File: config.mk
export PLATFORM = sky130hd
export DESIGN_NAME = cw_datapath_flat
export DESIGN_NICKNAME = d
export VERILOG_FILES = /design/src/rtl/cw_datapath_pkg.sv /design/src/rtl/cw_datapath_if.sv /design/src/rtl/cw_datapath_register_file.sv /design/src/rtl/cw_datapath.sv /design/src/flat_wrapper.sv
export SDC_FILE = /design/constraint.sdc
export NUM_CORES = 1
export LEC_CHECK = 0
export BUFFER_PORTS_ARGS = -buffer_cell sky130_fd_sc_hd__buf_4
export CORE_MARGIN = 2
export CORE_UTILIZATION = 50
export CTS_BUF_LIST = sky130_fd_sc_hd__clkbuf_2
export DETAILED_ROUTE_END_ITERATION = 7
export GPL_ROUTABILITY_DRIVEN = 0
export PLACE_DENSITY_LB_ADDON = 0.05
export SLEW_MARGIN = 20
export SYNTH_ARGS = -nofsm -noshare
export SYNTH_HDL_FRONTEND = slang
export SYNTH_SLANG_ARGS = --single-unit
export TNS_END_PERCENT = 1
File: constraint.sdc
create_clock -name clk -period 12.01 [get_ports clk]
set_input_delay 0.6005 -clock clk [delete_from_list [all_inputs] [get_ports clk]]
set_output_delay 0.6005 -clock clk [all_outputs]
set_load 0.05 [all_outputs]
File: src/rtl/cw_datapath_pkg.sv
// Shared types and constants for the control-word datapath (package dp_pkg).
// Control word layout, MSB first:
// {RFSrcMuxSel, readAddr1, readAddr2, writeAddr, writeEn, outBuf, aluOP}
package dp_pkg;

   localparam int CW_W = 15;
   localparam logic [2:0] REG_ZERO = 3'd0;
   localparam int CONST_ONE = 1;

   typedef enum logic [2:0] {
      ADD  = 3'b000,
      SUB  = 3'b001,
      AND  = 3'b010,
      OR   = 3'b011,
      XOR  = 3'b100,
      NOT  = 3'b101,
      SHL  = 3'b110,
      PASS = 3'b111
   } alu_op_e;

   typedef struct packed {
      logic       rf_src_sel;
      logic [2:0] read_addr1;
      logic [2:0] read_addr2;
      logic [2:0] write_addr;
      logic       write_en;
      logic       out_buf;
      alu_op_e    alu_op;
   } ctrl_word_t;

   // Unary ops never look at operand b.
   function automatic logic is_unary(input alu_op_e op);
      return (op == NOT) || (op == SHL) || (op == PASS);
   endfunction

endpackage

File: src/rtl/cw_datapath_if.sv
// Control-word bus between the control FSM (master) and the datapath (slave).
// The ovf flag exists only when DP_OVF_FLAG_EN is defined.
interface cw_datapath_if #(parameter int DATA_W = 8);

   logic              RFSrcMuxSel;
   logic [2:0]        readAddr1;
   logic [2:0]        readAddr2;
   logic [2:0]        writeAddr;
   logic              writeEn;
   logic              outBuf;
   logic [2:0]        aluOP;
   logic              aBTb;
   logic [DATA_W-1:0] outPort;
`ifdef DP_OVF_FLAG_EN
   logic              ovf;
`endif

   modport master (
      output RFSrcMuxSel, readAddr1, readAddr2, writeAddr, writeEn, outBuf, aluOP,
`ifdef DP_OVF_FLAG_EN
      input  ovf,
`endif
      input  aBTb, outPort
   );

   modport slave (
      input  RFSrcMuxSel, readAddr1, readAddr2, writeAddr, writeEn, outBuf, aluOP,
`ifdef DP_OVF_FLAG_EN
      output ovf,
`endif
      output aBTb, outPort
   );

endinterface

File: src/rtl/cw_datapath_register_file.sv
// 8 x DATA_W register file: two combinational read ports, one synchronous
// write port. R0 is hardwired to zero; writes to it are dropped.
module register_file
   import dp_pkg::*;
#(
   parameter int DATA_W = 8
) (
   input  logic              clk,
   input  logic              reset,
   input  logic              we,
   input  logic [2:0]        waddr,
   input  logic [DATA_W-1:0] wdata,
   input  logic [2:0]        raddr1,
   input  logic [2:0]        raddr2,
   output logic [DATA_W-1:0] rdata1,
   output logic [DATA_W-1:0] rdata2
);

   logic [DATA_W-1:0] mem [8];

   // Storage update; entry 0 is only ever cleared, so it stays zero.
   always_ff @(posedge clk) begin
      if (reset) begin
         for (int i = 0; i < 8; i++) mem[i] <= '0;
      end else if (we && (waddr != REG_ZERO)) begin
         mem[waddr] <= wdata;
      end
   end

   // No write bypass: a same-cycle read sees the pre-edge value.
   assign rdata1 = (raddr1 == REG_ZERO) ? '0 : mem[raddr1];
   assign rdata2 = (raddr2 == REG_ZERO) ? '0 : mem[raddr2];

endmodule

File: src/rtl/cw_datapath.sv
// Control-word driven datapath: register file, ALU, output buffer, aBTb flag.
// Optional macro DP_OVF_FLAG_EN adds a sticky overflow flag (ovf).
module cw_datapath
   import dp_pkg::*;
#(
   parameter int DATA_W = 8
) (
   input  logic          clk,
   input  logic          reset,
   cw_datapath_if.slave  bus
);

   ctrl_word_t        cw;
   logic [DATA_W-1:0] rd_a, rd_b, a, b, alu_res, wdata;
   logic [DATA_W:0]   sum;
   logic              alu_wr, commit;

   assign cw = {bus.RFSrcMuxSel, bus.readAddr1, bus.readAddr2, bus.writeAddr,
                bus.writeEn, bus.outBuf, bus.aluOP};

   register_file #(.DATA_W(DATA_W)) u_rf (
      .clk    (clk),
      .reset  (reset),
      .we     (cw.write_en),
      .waddr  (cw.write_addr),
      .wdata  (wdata),
      .raddr1 (cw.read_addr1),
      .raddr2 (cw.read_addr2),
      .rdata1 (rd_a),
      .rdata2 (rd_b)
   );

   // Operand b is forced to zero for unary ops so an undriven readAddr2
   // cannot leak into the result or the a>b compare.
   assign a   = rd_a;
   assign b   = is_unary(cw.alu_op) ? '0 : rd_b;
   assign sum = {1'b0, a} + {1'b0, b};

   // ALU, unsigned with wrap-around.
   always_comb begin
      alu_res = '0;
      case (cw.alu_op)
         ADD:     alu_res = sum[DATA_W-1:0];
         SUB:     alu_res = a - b;
         AND:     alu_res = a & b;
         OR:      alu_res = a | b;
         XOR:     alu_res = a ^ b;
         NOT:     alu_res = ~a;
         SHL:     alu_res = {a[DATA_W-2:0], 1'b0};
         PASS:    alu_res = a;
         default: alu_res = a;
      endcase
   end

   assign wdata  = cw.rf_src_sel ? DATA_W'(CONST_ONE) : alu_res;
   assign alu_wr = cw.write_en && !cw.rf_src_sel;
   assign commit = alu_wr && (cw.write_addr != REG_ZERO);

   // Output buffer and compare flag; the flag also updates on R0 writes.
   always_ff @(posedge clk) begin
      if (reset) begin
         bus.outPort <= '0;
         bus.aBTb    <= 1'b0;
      end else begin
         if (cw.out_buf) bus.outPort <= alu_res;
         if (alu_wr)     bus.aBTb    <= (a > b);
      end
   end

`ifdef DP_OVF_FLAG_EN
   logic ovf_evt;
   assign ovf_evt = ((cw.alu_op == ADD) && sum[DATA_W]) ||
                    ((cw.alu_op == SUB) && (a < b))     ||
                    ((cw.alu_op == SHL) && a[DATA_W-1]);

   // Sticky overflow, set only by committed ALU writes, cleared by reset.
   always_ff @(posedge clk) begin
      if (reset)                  bus.ovf <= 1'b0;
      else if (commit && ovf_evt) bus.ovf <= 1'b1;
   end
`else
   logic unused_commit;
   assign unused_commit = commit;
`endif

endmodule

File: src/flat_wrapper.sv
// flat-port wrapper written by rule: the top's interface ports become plain ports
module cw_datapath_flat import dp_pkg::*;
#(
   parameter int DATA_W = 8
)
  (clk, reset, bus_RFSrcMuxSel, bus_readAddr1, bus_readAddr2, bus_writeAddr, bus_writeEn, bus_outBuf, bus_aluOP, bus_aBTb, bus_outPort);
  cw_datapath_if #(.DATA_W(DATA_W)) bus_i ();
  input  logic clk;
  input  logic reset;
  input wire logic [$bits(bus_i.RFSrcMuxSel)-1:0] bus_RFSrcMuxSel;
  input wire logic [$bits(bus_i.readAddr1)-1:0] bus_readAddr1;
  input wire logic [$bits(bus_i.readAddr2)-1:0] bus_readAddr2;
  input wire logic [$bits(bus_i.writeAddr)-1:0] bus_writeAddr;
  input wire logic [$bits(bus_i.writeEn)-1:0] bus_writeEn;
  input wire logic [$bits(bus_i.outBuf)-1:0] bus_outBuf;
  input wire logic [$bits(bus_i.aluOP)-1:0] bus_aluOP;
  output wire logic [$bits(bus_i.aBTb)-1:0] bus_aBTb;
  output wire logic [$bits(bus_i.outPort)-1:0] bus_outPort;
  assign bus_i.RFSrcMuxSel = bus_RFSrcMuxSel;
  assign bus_i.readAddr1 = bus_readAddr1;
  assign bus_i.readAddr2 = bus_readAddr2;
  assign bus_i.writeAddr = bus_writeAddr;
  assign bus_i.writeEn = bus_writeEn;
  assign bus_i.outBuf = bus_outBuf;
  assign bus_i.aluOP = bus_aluOP;
  assign bus_aBTb = bus_i.aBTb;
  assign bus_outPort = bus_i.outPort;
  cw_datapath #(.DATA_W(DATA_W)) u_core (.clk(clk), .reset(reset), .bus(bus_i));
endmodule
# Word-level counts from Yosys, hierarchy flattened
# Memories as Yosys holds them, arrays and structs flattened.
# Cells that the tools add are included.
dict set report word_totals {
  regBits 9
  ramBits 64
  in_bits 17
  out_inout_bits 9
  word_cells 40
  mem_count 1
}
# name words width rd rd_ports_with_merged_regs wr line_no
set mem_list {}
lappend mem_list {u_core.u_rf.mem 8 8 2 0 8 cw_datapath_register_file.sv:19} ;# logic [DATA_W-1:0] mem [8];
dict set report classes {
  addsub 2
  order_cmp 1
  n_eq_ne 7
  muxes 13
  n_bitwise 4
  reduce_logical 10
}
# cell n
set ops {}
lappend ops {{$pmux 8 s8} 1}
lappend ops {{$mux 8} 5}
lappend ops {{$eq 3x3->1 const B} 4}
lappend ops {{$logic_not 3->1} 3}
lappend ops {{$add 8x8->8} 1}
lappend ops {{$and 8x8->8} 1}
lappend ops {{$gt 8x8->1} 1}
lappend ops {{$not 8->8} 1}
lappend ops {{$or 8x8->8} 1}
lappend ops {{$reduce_or 8->1} 1}
lappend ops {{$sub 8x8->8} 1}
lappend ops {{$xor 8x8->8} 1}
lappend ops {{$eq 3x2->1 const B} 2}
lappend ops {{$mux 1} 6}
lappend ops {{$eq 3x1->1 const B} 1}
lappend ops {{$mux 3} 1}
lappend ops {{$reduce_bool 3->1} 1}
lappend ops {{$logic_and 1x1->1} 2}
lappend ops {{$logic_or 1x1->1} 2}
lappend ops {{$logic_not 1->1} 1}

# Longest topological paths before layout
# Gate-level depths: netlist of the first run.
dict set report logic_depth {
  word_depth 8
  depth_mapped 16
  ltp_nobuf 13
}

# Cells and area by module
# From an unflattened synthesis of the first run, not the netlist that was laid out.
dict set report hier_totals {
  cells_unflattened 507
  hier_area_um2 5232.5
}
# module instances cells_per_inst area_each_um2 seq_area_each_um2
set by_module_without_submodules {}
lappend by_module_without_submodules {register_file 1 244 3288.2 1681.6}
lappend by_module_without_submodules {cw_datapath 1 263 1944.4 180.2}

# Worst setup path before layout of the first run
# OpenSTA, ideal clock, no wires.
dict set report synth_path {
  path_kind {input-to-reg}
  startpoint {input port bus_readAddr1[0]}
  endpoint {memory u_core.u_rf.mem[1][7], data pin}
  setup_time_ns 0.284
  t_arrival_ns 3.888
  required_ns 11.726
  setup_slack_ns 7.838
  stages 13
  n_path_buf 3
  cell_sequence {buf_4 buf_4 mux4_2 mux2_2 and2_1 ha_1 buf_2 nor3_1 o31ai_1 a21oi_1 a2111oi_0 a211oi_1 a21oi_1}
}
# item line_no
set synth_rtl {}
lappend synth_rtl {{start: declaration} flat_wrapper.sv:11} ;# input wire logic [$bits(bus_i.readAddr1)-1:0] bus_readAddr1;
lappend synth_rtl {{end: declaration} cw_datapath_register_file.sv:19}

==> results of run 1 <==
per-stage QoR:
stage	hold slack, ns	instances	instance area (um^2)	worst slack [ns]
final	0.3701	663	5488	7.657
after global routing	0.3296	663	5488	7.352
after CTS	0.3192	663	5488	7.689
after detailed placement	0.4758	647	5353	7.127
after global placement	0.4688	647	5353	7.162
after floorplan	0.6921	517	5126	7.838
area by class of cell:
cell class | instances | area, um^2 | area share [%]
Timing Repair Buffer | 26 | 195.2 | 3.557
Clock buffer | 10 | 50.05 | 0.9120
Clock inverter | 6 | 85.08 | 1.550
Tap cell | 133 | 166.4 | 3.032
Sequential cell | 71 | 2042 | 37.21
Multi-Input combinational cell | 390 | 2848 | 51.89
Inverter | 27 | 101.3 | 1.847
cell usage after synthesis, drive strengths merged, types with 4 or more instances:
| master | number |
|---|---|
| edfxtp | 62 |
| or3 | 4 |
| mux2i | 23 |
| a221oi | 7 |
| o21ai | 19 |
| a211oi | 13 |
| or2 | 12 |
| nand2b | 18 |
| clkbuf | 17 |
| nor2 | 72 |
| nand3b | 4 |
| nor2b | 11 |
| nor4 | 4 |
| and2 | 5 |
| nand2 | 26 |
| a21oi | 27 |
| buf | 12 |
| a21o | 10 |
| mux2 | 12 |
| inv | 27 |
| nand3 | 10 |
| nor3 | 14 |
| a22oi | 5 |
| mux4 | 14 |
| dfxtp | 9 |
| ha | 23 |
how the worst max path moves through the flow:
| stage | from | endpoint | slack (ns) | depth (start not counted) |
|---|---|---|---|---|
| floorplan | bus_readAddr1[0] | u_core.u_rf.mem[1][7] | 7.84 | 13 |
| global placement | bus_readAddr1[0] | u_core.u_rf.mem[3][7] | 7.16 | 11 |
| global route | bus_readAddr2[0] | u_core.u_rf.mem[1][7] | 7.35 | 12 |
| CTS | u_core.u_rf.mem[6][2] | u_core.u_rf.mem[1][7] | 7.69 | 10 |
| finish | bus_readAddr2[0] | u_core.u_rf.mem[1][7] | 7.66 | 12 |
| detailed placement | bus_readAddr1[0] | u_core.u_rf.mem[1][7] | 7.13 | 11 |
where the power goes:
part           internal [W]  leakage, nW  switching [W]
Sequential         0.000281        0.714     0.00000706
Combinational     0.0000688         1.36       0.000119
Clock             0.0000691       0.0795      0.0000854
Total              0.000419         2.15       0.000212
registers in the layout, summed over array words and instances (netlist names):
name and cells:
u_core.u_rf.mem 62, u_core.bus.outPort 8, u_core.bus.aBTb 1
per-layer routing:
metal  up-vias  global-route usage, %
li1       1926                      -
met1      1969                  36.29
met2       184                  43.60
met3        27                  5.240
met4         0                  9.524
met5         -                      0
worst max-delay path, cell delays in order:
cell and delay, ns:
buf_4 0.29, nor2b_1 0.43, a221oi_1 0.17, a21o_1 0.18, nor3_1 0.35, ha_1 0.42
nor3_1 0.58, o31ai_1 0.19, a21oi_1 0.22, a2111oi_0 0.12, a211oi_1 0.87, a21oi_1 0.17
cell families after synthesis:
family          synth area share [%]
simple gates                   18.79
xor+xnor                      0.8576
buf+inv                        4.630
flops                          39.98
compound gates                 15.92
fa+ha+maj                      6.419
other cells                  0.07342
mux                            13.33
==> reports/metrics.yaml, run 1 <==
clock_network:
  cts_tree: "done"
  insertion_delay_ns: 0.51
  cts.repair.resized: 0
  clk_path_buf_depth: 2
  cts-htree-levels: 3
  hold_buffers: 0
  cts_sinks: 71
  clkTransAtPathRegs_ns: 0.19
  clockRootBuffer: "clkbuf_2"
  cts_setup_buffers: 0
  numCtsBuffers: 9
timing:
  slew_violations: 0
  timing.final.crit_share_pct: 36.25
  period_minus_slack_ns: 4.353
  finalSetupTns_ns: 0
  slew_headroom_pct: 31.15
  clock_skew_ns: 0.02243
  fmax_mhz: 229.7
  setup_viol: 0
  rsz0062_at_grt: "no"
  worstMarginPinSlew_ns: 1.027
  hold_viol_final: 0
yosys:
  synth_top_area_share_pct: 36.45
  yosysWarnings: 0
  synthArstFlopShare_pct: 0
  ys_top_cells_by_area: "edfxtp_1 (36%), mux4_2 (6.2%), ha_1 (5.6%)"
  synthCells: 512
  syn_area_per_cell_um2: 9.975
  syn-cell-area_um2: 5107
  ys_ff_latch: 71
  synth_cell_types: 66
  yosysSeqAreaShare_pct: 39.98
  synth_edf_count: 62
  ys.flop_type: "edfxtp_1"
  synth_area_leader_cell: "edfxtp_1"
power:
  power_leakage_nw: 2.149
  p_total_w: 0.0006306
  worst_ir_drop_vdd_uv: 77.98
  power_per_cell_area_nw_per_um2: 114.9
global_routing:
  grt_pass1_wl_um: 22580
  grt_pass1_vias: 4019
  antenna_found_initial: 0
  grtUsageTotal_pct: 27.00
  grt_max_degree: 27
  grt-ovfl-total: 0
floorplan:
  rows: 36
  start_util_pct: 51.78
  fp.dieH_um: 105.1
  die-width_um: 105.1
  io_pins: 26
  core_area_um2: 9864
  die-area_um2: 11040
finish:
  most-common-layout-cells: "nor2_1 (72), edfxtp_1 (62), inv_1 (27)"
  final_common_cell: "nor2_1"
  final_layout_size_suffix_gt1_share_pct: 17.36
  post-route-util_pct: 55.63
  n_fill_cell: 873
  final_nets: 567
  area_growth_syn_to_layout_pct: 7.447
  antenna_cells: 0
detailed_routing:
  drt_wl_total_um: 14070
  routed.top_layer: "met4"
  wl_met2_um: 6694
  wl_met3_um: 1038
  vias_per_cell: 6.193
  wire_per_inst_um: 21.21
  drtIter0Drc: 323
  firstDrtPassIters: 5
  ant_nets: 0
  wl_met1_um: 6001
  vias: 4106
  drc: 0
min_path:
  min_path_cells: 2
  hold_start: "bus_outBuf"
  holdCritPathClass: "in2reg"
  hold_end: "u_core.bus.outPort[1]"
placement:
  portBuffers: 25
  hpwlAfterDp_um: 10810
worst_setup_path:
  crit_path_start_kind: "input pin"
  endpoint_kind: "flip-flop"
  cp_data_required_time_ns: 12.26
  r2r_slack_ns: 7.68
  worstReg2RegStart: "u_core.u_rf.mem[0][2]"
  r2r_end: "u_core.u_rf.mem[1][7]"
  arrival_ns: 4.60
  path_max_fanout: 22
  path_class: "in2reg"
  r2r_cells: 10
flow_run:
  maxCapViolCount: 0
run_status:
  status: "completed"
Power figures use the tool's default switching activity.
==> run 2, diff against run 1 <==
ABC_AREA = 1   (was not set)
clock period = 3.5 ns   (was 12.01 ns; I/O delays follow)
==> run 2 against run 1 <==
Setup slack lost 7.4 ns. Global-route usage grew 0.81 points. Non-clock buffer count grew 17. Via count grew 14%. Combinational power grew to 3.7 times the previous value. Clock power grew to 3.0 times the previous value. Sequential power grew to 3.5 times the previous value. Critical path type is now reg2reg. Largest power group unchanged.
==> reports/metrics.yaml, run 2 <==
run_status:
  status: "completed"  # unchanged
detailed_routing:
  wl_met3_um: 1289  # was 1038 um
  wl_met1_um: 6454  # was 6001 um
  wl_met2_um: 6826  # was 6694 um
  drt_wl_total_um: 14970  # was 14070 um
  wire_per_inst_um: 18.14  # was 21.21 um
  ant_nets: 0  # unchanged
  vias_per_cell: 5.675  # was 6.193
  drtIter0Drc: 498  # was 323
  vias: 4682  # was 4106
  routed.top_layer: "met4"  # unchanged
  firstDrtPassIters: 5  # unchanged
  drc: 0  # unchanged
worst_setup_path:
  cp_top_family: "buffers and inverters"  # was compound AO/OA/AOI/OAI gates
  r2r_cells: 19  # was 10
  path_max_fanout: 3  # was 22
  slowest_stage: "dlygate4sd3_1"  # was a211oi_1
  cp_data_required_time_ns: 3.98  # was 12.26 ns
  r2r_slack_ns: 0.23  # was 7.68 ns
  crit_top_cell: "nand2_1"
  r2r_end: "u_core.bus.aBTb"  # was u_core.u_rf.mem[1][7]
  path_class: "reg2reg"  # was in2reg
  crit_path_start_kind: "flip-flop"  # was input pin
  worstReg2RegStart: "u_core.u_rf.mem[1][0]"  # was u_core.u_rf.mem[0][2]
  path_buf_inv: 5  # was 1
  path_cells: "a21oi_1 > o21ai_0 > inv_1 > nor4_1 > buf_4 > ha_2 > fa_1 > inv_1 > nand3_1 > nand2_1 > nand2_1 > nand2_1 > a21oi_1 > inv_1 > nand3_1 > nand2_1 > nand2_1 > a21oi_2 > dlygate4sd3_1"  # was buf_4 > nor2b_1 > a221oi_1 > a21o_1 > nor3_1 > ha_1 > nor3_1 > o31ai_1 > a21oi_1 > a2111oi_0 > a211oi_1 > a21oi_1
  arrival_ns: 3.75  # was 4.60 ns
  endpoint_kind: "flip-flop"  # unchanged
  cp_slowest_stage_delay_ns: 0.54  # was 0.87 ns
yosys:
  synthArstFlopShare_pct: 0  # unchanged
  yosysMostFrequentCell: "nor2_1"  # unchanged
  synth_common_cells: "nor2_1 (110), nand2_1 (107), inv_1 (75)"  # was nor2_1 (72), edfxtp_1 (62), inv_1 (27)
  synth_top_area_share_pct: 37.30  # was 36.45%
  ys_top_cells_by_area: "edfxtp_1 (37%), nor2_1 (8.0%), nand2_1 (7.8%)"  # was edfxtp_1 (36%), mux4_2 (6.2%), ha_1 (5.6%)
  syn_area_per_cell_um2: 8.001  # was 9.975 um^2
  yosysWarnings: 0  # unchanged
  syn-cell-area_um2: 5152  # was 5107 um^2
  yosysSeqAreaShare_pct: 40.80  # was 39.98%
  synth_edf_count: 64  # was 62
  ys.flop_type: "edfxtp_1"  # unchanged
  ys_ff_latch: 73  # was 71
  synth_cell_types: 51  # was 66
  synthCells: 644  # was 512
  synth_area_leader_cell: "edfxtp_1"  # unchanged
power:
  internal_power_w: 0.001383  # was 0.0004188 W
  power_per_cell_area_nw_per_um2: 381.5  # was 114.9 nW/um^2
  p_seq_share_pct: 47.0  # was 45.7%
  power_leakage_nw: 2.472  # was 2.149 nW
  worst_ir_drop_vdd_uv: 208.4  # was 77.98 uV
  comb_power_share_pct: 31.7  # was 29.8%
  p_sw_share_pct: 36.31  # was 33.58%
  p_sw_w: 0.0007883  # was 0.0002118 W
  clockPowerShare_pct: 21.3  # was 24.5%
floorplan:
  core_area_um2: 10180  # was 9864 um^2
  io_pins: 26  # unchanged
  fp.dieH_um: 105.5  # was 105.1 um
  start_util_pct: 50.59  # was 51.78%
  rows: 37  # was 36
  die-area_um2: 11130  # was 11040 um^2
  die-width_um: 105.5  # was 105.1 um
min_path:
  holdCritPathClass: "in2reg"  # unchanged
  hold_end: "u_core.bus.outPort[3]"  # was u_core.bus.outPort[1]
  min_path_cells: 4  # was 2
  hold_start: "bus_aluOP[2]"  # was bus_outBuf
finish:
  final_common_cell: "nor2_1"  # unchanged
  antenna_cells: 0  # unchanged
  largest_reg_flops: 64  # was 62
  most-common-layout-cells: "nor2_1 (110), nand2_1 (107), inv_1 (75), edfxtp_1 (64), a21oi_1 (42)"  # was nor2_1 (72), edfxtp_1 (62), inv_1 (27)
  top_regs: "u_core.u_rf.mem x64, u_core.bus.outPort x8, u_core.bus.aBTb x1"  # was u_core.u_rf.mem x62, u_core.bus.outPort x8, u_core.bus.aBTb x1
  final_nets: 726  # was 567
  regMostFlops: "u_core.u_rf.mem"  # unchanged
  final_layout_size_suffix_gt1_share_pct: 16.26  # was 17.36%
  area_growth_syn_to_layout_pct: 10.44  # was 7.447%
  final_cells: 825  # was 663
placement:
  hpwlAfterDp_um: 11600  # was 10810 um
  portBuffers: 25  # unchanged
  dp_cells: 804  # was 647
timing:
  hold_viol_final: 0  # unchanged
  slew_headroom_pct: 58.70  # was 31.15%
  period_minus_slack_ns: 3.272
  fmax_mhz: 305.6
  rsz0062_at_grt: "no"  # unchanged
  worstMarginPinSlew_ns: 0.6148  # was 1.027 ns
  timing.final.crit_share_pct: 93.50
  setup_viol: 0  # unchanged
  slew_violations: 0  # unchanged
  clock_skew_ns: 0.02468  # was 0.02243 ns
  finalSetupTns_ns: 0  # unchanged
clock_network:
  clkTransAtPathRegs_ns: 0.19  # about the same
  cts-htree-levels: 3  # unchanged
  numCtsBuffers: 9  # unchanged
  clockRootBuffer: "clkbuf_2"  # unchanged
  insertion_delay_ns: 0.54  # was 0.51 ns
  cts_sinks: 73  # was 71
  cts_tree: "done"  # unchanged
  clk_path_buf_depth: 2  # unchanged
global_routing:
  grt-ovfl-total: 0  # unchanged
  antenna_found_initial: 0  # unchanged
  grt_max_degree: 38  # was 27
  grtUsageTotal_pct: 27.81  # was 27.00%
  grt_pass1_wl_um: 23480  # was 22580 um
  grt_pass1_vias: 4407  # was 4019
flow_run:
  maxCapViolCount: 0  # unchanged
## run 2: cell families (layout without fill, tap and decap cells)
kind of cell    after synthesis  count (layout)  synth area share, %
compound gates              143             143                17.44
xor+xnor                      3               3               0.6558
fa+ha+maj                    25              25                6.362
buf+inv                     108             146                9.349
flops                        73              73                40.80
other cells                   1               8              0.07278
simple gates                291             291                25.33
## run 2: how the worst max path moves through the flow
stage / start / end / slack, ns / cells past startpoint
6_report: u_core.u_rf.mem[1][0] / u_core.bus.aBTb / 0.23 / 19
3_3_place_gp: bus_readAddr2[1] / u_core.u_rf.mem[5][7] / 0.11 / 19
3_5_place_dp: bus_readAddr2[0] / u_core.u_rf.mem[5][7] / 0.05 / 21
2_1_floorplan: bus_readAddr2[0] / u_core.u_rf.mem[1][7] / 0.38 / 18
4_1_cts: u_core.u_rf.mem[1][0] / u_core.bus.aBTb / 0.24 / 19
5_1_grt: u_core.u_rf.mem[1][0] / u_core.bus.aBTb / 0.009 / 19
## run 2: what timing repair did
action / 4_1_cts / 5_1_grt
gates resized for setup: 0 / 5
hold buffers: 4 / 0
endpoints found under the setup margin: 0 / 4
buffers inserted: 0 / 1
hold endpoints to repair: 24 / 0
## run 2: through the flow
stage | instance area [um^2] | hold WS (ns) | util, % | setup slack [ns] | power [W]
3_5_place_dp | 5512 | 0.4608 | 54.12 | 0.05395 | 0.001709
6_report | 5690 | 0.1897 | 55.87 | 0.2275 | 0.002171
3_3_place_gp | 5512 | 0.4548 | 54.12 | 0.1051 | 0.001705
5_1_grt | 5690 | 0.1655 | 55.87 | 0.008779 | 0.002297
4_1_cts | 5660 | 0.1281 | 55.58 | 0.2421 | 0.002170
2_1_floorplan | 5179 | 0.2441 | - | 0.3756 | 0.001500
## run 2: layer usage
layer  vias to the layer above  track usage, %
met5                         -               0
met4                         0           8.929
met3                        42           6.246
met2                       209           42.86
met1                      2188           39.03
li1                       2243               -
## run 2: cell type report
type                       instances  area, um^2
sequential                        73        2102
inverter                          87       334.1
fill                            1024        4494
multi-input combinational        470        2618
timing repair buffer              43       357.8
clock buffer                      10       50.05
tap                              136       170.2
clock inverter                     6       58.81
## run 2: power groups by stage
stage | clock network (W) | logic (W) | registers [W]
final | 0.000463 | 0.000689 | 0.00102
after CTS | 0.000473 | 0.000678 | 0.00102
after global placement | 0 | 0.000667 | 0.00104
after floorplan | 0 | 0.000439 | 0.00106
after detailed placement | 0 | 0.000670 | 0.00104
after global routing | 0.000514 | 0.000759 | 0.00102
## run 2: worst min-delay path, cell delays in order
cell     delay [ns]
buf_4          0.11
nor2_1         0.12
nand3_1        0.19
a31oi_1        0.10
==> run 3, diff against run 2 <==
--- a/config.mk
+++ b/config.mk
@@ -17,4 +17,5 @@
 export SYNTH_ARGS = -nofsm -noshare
 export SYNTH_HDL_FRONTEND = slang
+export SYNTH_HIERARCHICAL = 1
 export SYNTH_SLANG_ARGS = --single-unit
 export TNS_END_PERCENT = 1
==> constraint.sdc (replaced) <==
create_clock -name clk -period 3.5 [get_ports clk]
set_input_delay 0.7 -clock clk [delete_from_list [all_inputs] [get_ports clk]]
set_output_delay 0.7 -clock clk [all_outputs]
set_load 0.05 [all_outputs]
==> run 3 against run 2 <==
Synthesized cell count rose by 24%. Hold slack improved by 0.21 ns. First-iteration DRC count rose by 35%. Utilization rose by 4.9 points. Critical path depth rose by 1. Combinational power rose by 30%. Register-to-register slack improved by 0.34 ns. Clock power fell by 1%. Non-clock buffer count rose by 58.
==> reports/metrics.yaml, run 3 <==
yosys:
  synth_edf_count: 64  # unchanged
  synth_top_area_share_pct: 34.00  # was 37.30%
  yosysMostFrequentCell: "nand2_1"  # was nor2_1
  ys_top_cells_by_area: "edfxtp_1 (34%), nand2_1 (15%), inv_1 (9.1%)"  # was edfxtp_1 (37%), nor2_1 (8.0%), nand2_1 (7.8%)
  synth_area_leader_cell: "edfxtp_1"  # unchanged
  ys.flop_type: "edfxtp_1"  # unchanged
  synthArstFlopShare_pct: 0  # unchanged
  synth_common_cells: "nand2_1 (230), inv_1 (137), nor2_1 (102)"  # was nor2_1 (110), nand2_1 (107), inv_1 (75)
  synthCells: 800  # was 644
  yosysWarnings: 6  # was 0
  ys_ff_latch: 73  # unchanged
  syn_area_per_cell_um2: 7.066  # was 8.001 um^2
  synth_cell_types: 32  # was 51
  syn-cell-area_um2: 5653  # was 5152 um^2
  yosysSeqAreaShare_pct: 37.18  # was 40.80%
global_routing:
  grt-ovfl-total: 0  # unchanged
  antenna_found_initial: 0  # unchanged
  grt_pass1_vias: 4993  # was 4407
  grtUsageTotal_pct: 29.52  # was 27.81%
  grt_pass1_wl_um: 26470  # was 23480 um
  grt_max_degree: 30  # was 38
finish:
  antenna_cells: 0  # unchanged
  n_fill_cell: 1038  # was 1024
  largest_reg_flops: 64  # unchanged
  final_nets: 942  # was 726
  final_common_cell: "nand2_1"  # was nor2_1
  most-common-layout-cells: "nand2_1 (230), inv_1 (137), nor2_1 (102), buf_4 (93), nand3_1 (85)"  # was nor2_1 (110), nand2_1 (107), inv_1 (75), edfxtp_1 (64), a21oi_1 (42)
  top_regs: "u_core/u_rf/mem x64, u_core/bus.outPort x8, u_core/bus.aBTb x1"  # was u_core.u_rf.mem x64, u_core.bus.outPort x8, u_core.bus.aBTb x1
  area_growth_syn_to_layout_pct: 17.62  # was 10.44%
  final_cells: 1037  # was 825
  final_layout_size_suffix_gt1_share_pct: 15.61  # was 16.26%
  regMostFlops: "u_core/u_rf/mem"  # was u_core.u_rf.mem
clock_network:
  cts_setup_buffers: 0  # unchanged
  clockRootBuffer: "clkbuf_2"  # unchanged
  clkTransAtPathRegs_ns: 0.22  # was 0.19 ns
  hold_buffers: 0  # was 4
  clk_path_buf_depth: 2  # unchanged
  numCtsBuffers: 9  # unchanged
  insertion_delay_ns: 0.54  # about the same
  cts_sinks: 73  # unchanged
  cts-htree-levels: 3  # unchanged
  cts.repair.resized: 0  # unchanged
  cts_tree: "done"  # unchanged
timing:
  timing.final.crit_share_pct: 91.14  # was 93.50%
  period_minus_slack_ns: 3.190  # was 3.272 ns
  rsz0062_at_grt: "no"  # unchanged
  fmax_mhz: 313.5  # was 305.6 MHz
  setup_viol: 0  # unchanged
  clock_skew_ns: 0.03569  # was 0.02468 ns
  slew_violations: 0  # unchanged
  hold_viol_final: 0  # unchanged
  worstMarginPinSlew_ns: 0.5310  # was 0.6148 ns
  slew_headroom_pct: 64.22  # was 58.70%
detailed_routing:
  vias_per_cell: 5.429  # was 5.675
  firstDrtPassIters: 6  # was 5
  drc: 0  # unchanged
  vias: 5630  # was 4682
  drtIter0Drc: 671  # was 498
  drt_wl_total_um: 17060  # was 14970 um
  ant_nets: 0  # unchanged
  wire_per_inst_um: 16.45  # was 18.14 um
worst_setup_path:
  cp_slowest_stage_delay_ns: 0.41  # was 0.54 ns
  crit_top_cell: "nor2_1"  # was nand2_1
  endpoint_kind: "flip-flop"  # unchanged
  crit_path_start_kind: "input pin"  # was flip-flop
  slowest_stage: "fa_1"  # was dlygate4sd3_1
  arrival_ns: 3.47  # was 3.75 ns
  worstReg2RegStart: "u_core/u_rf/mem[1][3]"  # was u_core.u_rf.mem[1][0]
  r2r_end: "u_core/u_rf/mem[5][3]"  # was u_core.bus.aBTb
  path_max_fanout: 29  # was 3
  path_class: "in2reg"  # was reg2reg
  cp_data_required_time_ns: 3.78  # was 3.98 ns
  path_cells: "buf_4 > inv_2 > buf_4 > nand2_1 > nand3_1 > nand2_1 > nor2_1 > nor2_1 > inv_1 > ha_1 > inv_1 > fa_1 > nand2_1 > nand4_1 > nand3_1 > nand3_1 > nor2_1 > nor2_1 > inv_1 > nor2_1"  # was a21oi_1 > o21ai_0 > inv_1 > nor4_1 > buf_4 > ha_2 > fa_1 > inv_1 > nand3_1 > nand2_1 > nand2_1 > nand2_1 > a21oi_1 > inv_1 > nand3_1 > nand2_1 > nand2_1 > a21oi_2 > dlygate4sd3_1
  r2r_slack_ns: 0.57  # was 0.23 ns
  r2r_cells: 19  # unchanged
placement:
  hpwlAfterDp_um: 13330  # was 11600 um
  portBuffers: 25  # unchanged
  dp_cells: 1021  # was 804
power:
  power_leakage_nw: 3.403  # was 2.472 nW
  comb_power_share_pct: 37.8  # was 31.7%
  clockPowerShare_pct: 19.4  # was 21.3%
  power_per_cell_area_nw_per_um2: 355.8  # was 381.5 nW/um^2
  p_sw_w: 0.0008579  # was 0.0007883 W
  p_seq_share_pct: 42.9  # was 47.0%
  internal_power_w: 0.001508  # was 0.001383 W
  p_total_w: 0.002366  # was 0.002171 W
  worst_ir_drop_vdd_uv: 310.7  # was 208.4 uV
  p_sw_share_pct: 36.26  # was 36.31%
min_path:
  hold_end: "u_core/bus.outPort[1]"  # was u_core.bus.outPort[3]
  min_path_cells: 2  # was 4
  hold_start: "bus_outBuf"  # was bus_aluOP[2]
  holdCritPathClass: "in2reg"  # unchanged
floorplan:
  die-width_um: 110.3  # was 105.5 um
  io_pins: 26  # unchanged
  fp.dieH_um: 110.3  # was 105.5 um
  die-area_um2: 12170  # was 11130 um^2
  rows: 38  # was 37
  start_util_pct: 51.69  # was 50.59%
  core_area_um2: 10940  # was 10180 um^2
run_status:
  status: "completed"  # unchanged
flow_run:
  maxCapViolCount: 0  # unchanged
## run 3: cell families after synthesis
group,count (synthesis),share of synthesized area (%)
flip-flops,73,37.18
AND/OR/NAND/NOR,458,35.19
AO/OA/AOI/OAI,64,7.061
other,1,0.06634
XOR/XNOR,3,0.4649
buffers and inverters,168,12.46
adder cells (fa/ha/maj),33,7.570
## run 3: power by group through the flow
stage,Clock [W],Sequential [W],Combinational (W)
final,0.000458,0.00101,0.000893
after global routing,0.000504,0.00102,0.000975
after CTS,0.000467,0.00101,0.000883
after detailed placement,0,0.00103,0.000879
after global placement,0,0.00103,0.000868
after floorplan,0,0.00106,0.000463
## run 3: routing by layer
metal  vias up  share of wire (%)  track usage [%]
li1       2734                  -                -
met1      2614                 43            41.39
met2       245                 46            47.50
met3        37                7.9            3.116
met4         0                3.0            10.54
met5         -                  0                0
## run 3: worst max-delay path: cells and delay by family
kind	cells	cell delay [ns]
simple gates	12	1.05
buf+inv	6	1.13
fa+ha+maj	2	0.58
## run 3: area by class of cell
type	instances	area [um^2]	area share, %
Multi-Input combinational cell	566	2873	43.21
Sequential cell	73	2102	31.61
Timing Repair Buffer	101	858.3	12.91
Inverter	141	531.8	7.998
Tap cell	140	175.2	2.635
Clock inverter	6	58.81	0.8845
Clock buffer	10	50.05	0.7527
## run 3: stage by stage
stage               cell area (um^2)  hold slack [ns]  TNS, ns  util [%]  setup WS [ns]
global route                    6649           0.3961        0     60.80        0.08741
finish                          6649           0.4025        0     60.80         0.3099
detailed placement              6540           0.4584   -4.227     59.81        -0.2107
global placement                6540           0.4539   -3.503     59.81        -0.1962
floorplan                       5679           0.6786        0         -         0.3030
CTS                             6649           0.3588        0     60.80         0.3899
## run 3: how the worst max path moves through the flow
stage	startpoint	endpoint	slack (ns)	depth (start not counted)
after global routing	bus_readAddr1[0]	u_core/u_rf/mem[4][4]	0.09	20
after detailed placement	bus_readAddr1[0]	u_core/u_rf/mem[5][4]	-0.21	20
final	bus_readAddr1[0]	u_core/u_rf/mem[4][4]	0.31	20
after CTS	bus_readAddr1[0]	u_core/u_rf/mem[4][4]	0.39	20
after floorplan	bus_readAddr1[1]	u_core/u_rf/mem[3][5]	0.30	21
after global placement	bus_readAddr1[0]	u_core/u_rf/mem[5][2]	-0.20	19
